File: config.mk
export PLATFORM = sky130hd
export DESIGN_NAME = ps2_id_entry
export DESIGN_NICKNAME = d
export VERILOG_FILES = /design/src/rtl/ps2_pkg.sv /design/src/rtl/ps2_digit_decode.sv /design/src/rtl/ps2_id_entry.sv
export SDC_FILE = /design/constraint.sdc
export NUM_CORES = 1
export LEC_CHECK = 0
export ABC_AREA = 1
export CAP_MARGIN = 20
export CORE_AREA = 2 2 69 71
export DETAILED_ROUTE_END_ITERATION = 8
export DIE_AREA = 0 0 71 73
export PLACE_DENSITY = 0.76
export SLEW_MARGIN = 10
export SYNTH_ARGS = -nofsm -noshare
export SYNTH_HDL_FRONTEND = slang
export SYNTH_HIERARCHICAL = 1
export SYNTH_SLANG_ARGS = --single-unit
File: constraint.sdc
create_clock -name clk -period 1.5 [get_ports clk]
set_clock_uncertainty 0.05 [all_clocks]
set_input_delay 0.3 -clock clk [delete_from_list [all_inputs] [get_ports clk]]
set_output_delay 0.3 -clock clk [all_outputs]
set_load 0.005 [all_outputs]
File: src/rtl/ps2_pkg.sv
// Shared PS/2 set-2 scan codes, ID-entry state encoding and default buffer depth.
package ps2_pkg;

    localparam int unsigned NUM_DIGITS_DEF = 7;

    localparam logic [7:0] CODE_0    = 8'h45;
    localparam logic [7:0] CODE_1    = 8'h16;
    localparam logic [7:0] CODE_2    = 8'h1E;
    localparam logic [7:0] CODE_3    = 8'h26;
    localparam logic [7:0] CODE_4    = 8'h25;
    localparam logic [7:0] CODE_5    = 8'h2E;
    localparam logic [7:0] CODE_6    = 8'h36;
    localparam logic [7:0] CODE_7    = 8'h3D;
    localparam logic [7:0] CODE_8    = 8'h3E;
    localparam logic [7:0] CODE_9    = 8'h46;
    localparam logic [7:0] CODE_ESC  = 8'h76;
    localparam logic [7:0] CODE_CTRL = 8'h14;
    localparam logic [7:0] CODE_A    = 8'h1C;
    localparam logic [7:0] CODE_BKSP = 8'h66;

    typedef enum logic [1:0] {
        EMPTY   = 2'd0,
        COLLECT = 2'd1,
        FULL    = 2'd2
    } state_t;

endpackage

File: src/rtl/ps2_digit_decode.sv
// Combinational PS/2 set-2 digit make code to BCD decoder.
module ps2_digit_decode
    import ps2_pkg::*;
(
    input  logic [7:0] code,
    output logic       is_digit,
    output logic [3:0] bcd
);

    always_comb begin
        is_digit = 1'b1;
        bcd      = 4'd0;
        case (code)
            CODE_0:  bcd = 4'd0;
            CODE_1:  bcd = 4'd1;
            CODE_2:  bcd = 4'd2;
            CODE_3:  bcd = 4'd3;
            CODE_4:  bcd = 4'd4;
            CODE_5:  bcd = 4'd5;
            CODE_6:  bcd = 4'd6;
            CODE_7:  bcd = 4'd7;
            CODE_8:  bcd = 4'd8;
            CODE_9:  bcd = 4'd9;
            default: is_digit = 1'b0;
        endcase
    end

endmodule

File: src/rtl/ps2_id_entry.sv
// Keyboard event to ID-buffer front end. Backspace support is enabled by
// defining PS2_ID_BACKSPACE_EN; without it code 66 is ignored like any unknown code.
module ps2_id_entry
    import ps2_pkg::*;
#(
    parameter int unsigned NUM_DIGITS = NUM_DIGITS_DEF,
    parameter int unsigned ID_W       = 4 * NUM_DIGITS
) (
    input  logic            clk,
    input  logic            reset,
    input  logic            clr,
    input  logic [7:0]      key1_code,
    input  logic            key1_on,
    output logic            key_pressed,
    output logic [3:0]      key,
    output logic [ID_W-1:0] ID,
    output logic            buffer_full,
    output logic            esc_pressed,
    output logic            ctrla_pressed
);

    localparam int unsigned CNT_W = $clog2(NUM_DIGITS + 1);
    localparam logic [CNT_W-1:0] CNT_LAST = CNT_W'(NUM_DIGITS - 1);
    localparam logic [CNT_W-1:0] CNT_ONE  = CNT_W'(1);

    state_t           state;
    logic [CNT_W-1:0] count;
    logic             ctrl_armed;
    logic             key1_on_d;
    logic             ev;
    logic             is_digit;
    logic [3:0]       bcd;

    assign ev = key1_on & ~key1_on_d;

    ps2_digit_decode u_dec (
        .code     (key1_code),
        .is_digit (is_digit),
        .bcd      (bcd)
    );

    always_ff @(posedge clk or negedge reset) begin
        if (!reset) begin
            state         <= EMPTY;
            count         <= '0;
            ctrl_armed    <= 1'b0;
            key1_on_d     <= 1'b0;
            key_pressed   <= 1'b0;
            key           <= 4'd0;
            ID            <= '0;
            buffer_full   <= 1'b0;
            esc_pressed   <= 1'b0;
            ctrla_pressed <= 1'b0;
        end else begin
            // Edge tracking runs even under clr so a held key is not replayed.
            key1_on_d     <= key1_on;
            key_pressed   <= 1'b0;
            esc_pressed   <= 1'b0;
            ctrla_pressed <= 1'b0;
            if (clr) begin
                state       <= EMPTY;
                count       <= '0;
                ctrl_armed  <= 1'b0;
                ID          <= '0;
                buffer_full <= 1'b0;
            end else if (ev) begin
                if (is_digit) begin
                    ctrl_armed <= 1'b0;
                    if (state != FULL) begin
                        ID          <= {ID[ID_W-5:0], bcd};
                        count       <= count + CNT_ONE;
                        key         <= bcd;
                        key_pressed <= 1'b1;
                        if (count == CNT_LAST) begin
                            state       <= FULL;
                            buffer_full <= 1'b1;
                        end else begin
                            state <= COLLECT;
                        end
                    end
                end else if (key1_code == CODE_ESC) begin
                    ctrl_armed  <= 1'b0;
                    key_pressed <= 1'b1;
                    esc_pressed <= 1'b1;
                end else if (key1_code == CODE_CTRL) begin
                    ctrl_armed <= 1'b1;
                end else if (key1_code == CODE_A) begin
                    // A only means something as the second half of Ctrl+A.
                    if (ctrl_armed) begin
                        key_pressed   <= 1'b1;
                        ctrla_pressed <= 1'b1;
                    end
                    ctrl_armed <= 1'b0;
`ifdef PS2_ID_BACKSPACE_EN
                end else if (key1_code == CODE_BKSP) begin
                    ctrl_armed <= 1'b0;
                    if (state != EMPTY) begin
                        ID          <= {4'h0, ID[ID_W-1:4]};
                        count       <= count - CNT_ONE;
                        buffer_full <= 1'b0;
                        key_pressed <= 1'b1;
                        state       <= (count == CNT_ONE) ? EMPTY : COLLECT;
                    end
`endif
                end
            end
        end
    end

endmodule

## After elaboration in Yosys (flattened, before gate mapping)

Index checks and enable logic that the tools add are counted.

- Reductions and logical operators: 10
- Bitwise logic cells: 3
- Add/subtract/negate cells: 1
- Mux-type cells: 42
- Equal/unequal tests: 15

Operators with widths:

| cell | count |
|---|---|
| 28-bit 2-to-1 mux | 4 |
| 8-bit by 6-bit equality test with 1-bit output (second input constant) | 6 |
| 4-bit one-hot mux with 9 select lines | 1 |
| 8-bit by 5-bit equality test with 1-bit output (second input constant) | 4 |
| 1-bit 2-to-1 mux | 28 |
| 8-bit by 7-bit equality test with 1-bit output (second input constant) | 3 |
| 3-bit 2-to-1 mux | 4 |
| 2-bit 2-to-1 mux | 5 |
| 10-bit OR reduction | 1 |
| 4-bit AND reduction | 2 |
| 2-bit nonzero test | 4 |
| 5-bit nonzero test | 1 |
| 3-bit by 1-bit adder with 3-bit output (second input constant) | 1 |
| 3-bit equality test (second input constant) | 1 |
| 3-bit AND reduction | 1 |
| 2-bit inequality test (second input constant) | 1 |
| 1-bit NOT | 2 |
| 2-bit AND reduction | 1 |
| 1-bit AND | 1 |

- Output and inout port bits: 36
- Input bits: 12
- Flip-flop bits (word level): 43
- Logic and storage cells: 81

## Logic depth before layout (Yosys ltp)

- Word-level depth: 7
- Depth in mapped cells: 13
- Depth with buffers taken out: 13

## By module

Netlist, hierarchy kept.

By module, submodules not included:

| module | cells each | area each (µm²) | times used | sequential area each (µm²) |
|---|---|---|---|---|
| ps2_id_entry | 187 | 1804.2 | 1 | 1076.0 |
| ps2_digit_decode | 54 | 267.8 | 1 | 0.0 |

## Worst setup path before layout

Ideal clock, no wire load.

- Kind: input to register
- Start: in key1_code[3]
- End: reg ID[18]
- Data required time: 1325 ps
- Arrival time: 1408 ps
- Library setup time: 125 ps
- Stages: 13
- Path slack: -83 ps
- Path buffers: 1
- Cells stage by stage: inv_1 > nand2_1 > nor2_1 > inv_1 > nor2_1 > nor2_1 > nand3_1 > inv_1 > nor2_4 > nand2_4 > nand2_4 > buf_6 > o22ai_1

- Longest elaborated chain between the ends: 5
- Elaborated cells between the ends (all ways): 14
- Classes of those cells: eq/ne (10); mux (1); reduce/logical (3)

Ends and longest elaborated chain:

| element | RTL line | source |
|---|---|---|
| from (decl) | ps2_id_entry.sv:12 | `input logic [7:0] key1_code,` |
| 8-bit by 7-bit equality test with 1-bit output (tied with other cells) | ps2_digit_decode.sv:13 | `case (code)` |
| 10-bit OR reduction (no line) * | - |  |
| 1-bit 2-to-1 mux * | ps2_digit_decode.sv:13 |  |
| named net is_digit | ps2_id_entry.sv:31 | `logic is_digit;` |
| 2-bit nonzero test (no line) * | - |  |
| 3-bit AND reduction (no line) * | - |  |
| to (signal assigned) | ps2_id_entry.sv:70 | `ID <= {ID[ID_W-5:0], bcd};` |
| to (decl) | ps2_id_entry.sv:16 | `output logic [ID_W-1:0] ID,` |

The timed path passes the listed nets; every way through them passes the cells marked *.
A chain may end at the register's enable or synchronous reset.

## Worst setup path in the final report

- Start: in key1_code[1]
- End: reg ID[9]

Same word-level chain as after synthesis.

==> run summary <==
The run finished, with violations left. The checks that failed: negative setup slack. For the number of buffers inserted during clock tree synthesis, the log shows 5. The number of max-capacitance violations reported is 0, and the die outline area is 5180 um^2. Setup slack on the worst reg-to-reg path comes out at 0.08 ns. The kind of end point of the critical path is a flip-flop. In this run the tool buffered the top-level ports with 47 buffer cells. Measured along the x axis, the die boundary spans 71 um. The count of H-tree levels built during CTS was 2. Counting every instance in the synthesized netlist gives 241.

Summing over every cut layer, the via total after detailed routing is 1967. For the clock latency at the later pin of the worst-skew pair, the log shows 0.31 ns. After detailed routing, the average wire length per cell comes to 15.7 um. The tree is rooted in a sky130_fd_sc_hd__clkbuf_8. The mean instance size in the synthesized netlist is 8.60 um^2. The run gives 72.2% as the share of the core filled with cells in the final layout. The count of antenna-violating nets left after detailed routing is 0. The run gives 6040 um as the sum of routed wire length over all layers. The met2 wire length was 3080 um. Category of the most critical setup path: in -> reg. Of all nets on the critical path, the largest fanout is 8. The transition time of the tightest slew-check pin was 0.242 ns. The worst register-to-register path begins at key1_on_d. Counting flops and latches in the post-synthesis netlist gives 43.

For this run, the number of Yosys warnings is 6. The post-route netlist has 38.1% of its cells at a drive strength greater than 1. The post-synthesis net count was 255.

For this design the static power due to leakage is 1.80 nW. The power per unit of standard cell area is 712 nW/um^2. The commonest cells after synthesis are sky130_fd_sc_hd__nand2_1 (48), sky130_fd_sc_hd__inv_1 (47), sky130_fd_sc_hd__dfrtp_1 (43), sky130_fd_sc_hd__nor2_1 (21), sky130_fd_sc_hd__o22ai_1 (19). The relative max-transition margin is 83.7%, and the number of rows created at floorplan is 25. After detailed routing, the met3 layer carries 272 um of wire.

The tools report the number of slew-limit violations in the final report as 0. The mapped netlist covers 2070 um^2. Worst hold margin: 0.371 ns. Period utilization: 110%. Routed length on met1: 2520 um. On the worst path, the slowest cell contributes a delay of 0.21 ns.

In this run the count of I/O pins placed on the die edge is 48. Before antenna repair, the detailed router went through 4 iterations. Entering global routing, the biggest net connects 44 pins. After the first detailed-routing iteration, the DRC count stood at 161. Topmost layer with routed signal wires: met4. TritonCTS built the clock tree. The post-route worst setup slack is -0.146 ns, and the number of flops mapped to enable cells by yosys is 0. The first-pass GRT wire length is 8810 um, and the synthesis-to-finish area growth is 58.1%.

Yosys attributes the largest share of cell area to sky130_fd_sc_hd__dfrtp_1 (52%), sky130_fd_sc_hd__nand2_1 (8.7%), sky130_fd_sc_hd__inv_1 (8.5%), sky130_fd_sc_hd__o22ai_1 (5.7%), sky130_fd_sc_hd__nor2_1 (3.8%). The min-delay analysis places its worst path in the category in -> reg. The clock edge transition at the registers on the reported setup and hold paths came out at 0.09 ns.

The via count of the first global-routing pass is 1937. The data required time of the worst path came out at 1.68 ns. Biggest area consumer among synthesized cells: sky130_fd_sc_hd__dfrtp_1. In the routed design, unresolved DRC markers number 0. The number of buffers on the longest clock path is 2, and the placeable core region is 4540 um^2. The net count of the finished layout is 344, and the sequential cell area fraction in the yosys report is 51.9%. The fraction of registers with async set/reset came out at 100%. Among all cell types in the netlist, the one instantiated most often is sky130_fd_sc_hd__nand2_1. Counting cells, the worst reg-to-reg path comes to 6. Hold path startpoint: key1_code[3].

The destination of the worst hold path is esc_pressed. Leaving out filler cells and counting taps, the final layout contains 385. The total routing usage reported by global routing came out at 21.7%. The largest individual stage delay along the critical path comes from the cell sky130_fd_sc_hd__buf_6. Walking the worst path, the cells encountered are clkbuf_4, inv_2, nand2_2, nor2_4, inv_1, nor2_1, nor2_1, nand3_1, inv_2, nor2_4, nand3_4, buf_6, o22ai_1. The count of final hold-check violations is 0. The kind of start point of the critical path is an input port. The die is 73 um tall. Total of endpoints with negative setup slack in the final report: 39. The number of unique standard cell types used by synthesis is 22, and the half-perimeter wire length after placement is 3400 um. The instance count along the most critical hold path was 6. Setup repair after global routing could not meet its margin everywhere. The total overflow left after global routing is 0. Via density per instance: 5.11.

The worst register-to-register path ends at ID[9]. The number of antenna violations at the first check in global routing is 0. The logs give 45.7% for the starting density of the core and 608 MHz for the maximum achievable frequency. Clock sink total: 43. The number of cells in the design after placement is 356, and the final estimated routing congestion in global placement is 0.926. Summed over its instances, the top area cell type makes up 51.9% of the synthesized netlist area.

For this run, the leading register cell type out of synthesis is sky130_fd_sc_hd__dfrtp_1. IR analysis of the VDD net gives a maximum drop of 0.760 mV. For the finished layout, the period the worst path requires is 1.65 ns. 0 antenna diodes ended up in the layout. Data on the critical path arrives at its endpoint at 1.82 ns.
==> worst max-delay path by stage <==
| stage | from | to | slack (ns) | cells past startpoint |
|---|---|---|---|---|
| finish | key1_code[1] | ID[9] | -0.15 | 13 |
| global route | key1_code[0] | ID[21] | -0.21 | 13 |
| CTS | key1_code[7] | state[1] | -0.16 | 14 |
| detailed placement | key1_code[6] | ID[1] | -0.86 | 13 |
| global placement | key1_code[6] | ID[18] | -0.77 | 13 |
| floorplan | key1_code[7] | ID[18] | -0.02 | 13 |
==> per-stage QoR <==
step / instance area (um^2) / TNS [ns] / setup WS (ns) / power (W)
after CTS: 3000 / -4.15 / -0.156 / 0.00228
after floorplan: 2130 / -0.107 / -0.0180 / 0.00128
after global placement: 2760 / -30.37 / -0.771 / 0.00138
after detailed placement: 2760 / -32.96 / -0.861 / 0.00138
final: 3280 / -3.50 / -0.146 / 0.00233
after global routing: 3280 / -6.51 / -0.214 / 0.00240
==> sequential cells by signal, indices dropped and copies added (netlist names) <==
name and count:
ctrl_armed 1, state 2, key1_on_d 1, esc_pressed 1, count 3, key 4
buffer_full 1, key_pressed 1, ID 28, ctrla_pressed 1
==> report_power, final <==
part	switching (W)	internal, W
logic	0.000147	0.0000990
clock network	0.000429	0.000496
registers	0.00000142	0.00116
total	0.000578	0.00176
==> cell families (layout without fill, tap and decap cells) <==
| logic type | count (synthesis) | count (layout) | synth area share, % |
|---|---|---|---|
| simple gates | 106 | 108 | 25.1 |
| buf+inv | 56 | 144 | 12.0 |
| flops | 43 | 43 | 51.9 |
| compound gates | 34 | 34 | 9.72 |
| fa+ha+maj | 2 | 2 | 1.21 |
==> placed cells by master (no fill, tap or decap), types with 2 or more instances in the layout <==
cell and n:
sky130_fd_sc_hd__buf_12 3, sky130_fd_sc_hd__buf_2 2, sky130_fd_sc_hd__buf_4 32, sky130_fd_sc_hd__buf_6 7
sky130_fd_sc_hd__clkbuf_8 5, sky130_fd_sc_hd__clkdlybuf4s50_1 4, sky130_fd_sc_hd__clkinv_4 2, sky130_fd_sc_hd__dfrtp_1 43
sky130_fd_sc_hd__dlygate4sd2_1 28, sky130_fd_sc_hd__dlymetal6s2s_1 6, sky130_fd_sc_hd__ha_1 2, sky130_fd_sc_hd__inv_1 39
sky130_fd_sc_hd__inv_2 4, sky130_fd_sc_hd__inv_4 3, sky130_fd_sc_hd__nand2_1 30, sky130_fd_sc_hd__nand2_2 20
sky130_fd_sc_hd__nand2_4 6, sky130_fd_sc_hd__nand2_8 3, sky130_fd_sc_hd__nand3_1 13, sky130_fd_sc_hd__nand3_2 2
sky130_fd_sc_hd__nand4_1 3, sky130_fd_sc_hd__nor2_1 17, sky130_fd_sc_hd__nor2_2 4, sky130_fd_sc_hd__nor2_4 6
sky130_fd_sc_hd__o21ai_1 7, sky130_fd_sc_hd__o21ai_2 5, sky130_fd_sc_hd__o22ai_1 9, sky130_fd_sc_hd__o22ai_2 10
==> what timing repair did <==
action                                  4_1_cts  5_1_grt
hold buffers                                  1        0
endpoints found under the hold margin        43        0
pin swaps                                    18       24
endpoints found under the setup margin       71       48
buffers inserted                             10        8
cloned                                        2        2
gates resized for setup                      83       67
==> layer usage <==
metal	up-vias	global-route usage (%)
li1	935	-
met2	58	37.7
met4	0	7.13
met5	-	0
met3	16	5.25
met1	958	26.6
==> critical path, delay by kind of cell <==
kind            cells  cell delay [ns]
simple gates        7             0.78
compound gates      1             0.18
buf+inv             5             0.56
==> final cells by class <==
type                            count  area (um^2)
Multi-Input combinational cell    144          982
Tap cell                           54         67.6
Sequential cell                    43         1080
Inverter                           50          228
Clock inverter                      3         43.8
Clock buffer                        5         68.8
Timing Repair Buffer               86          810
Fill cell                         303         1260
(Power assumes the default switching activity.)
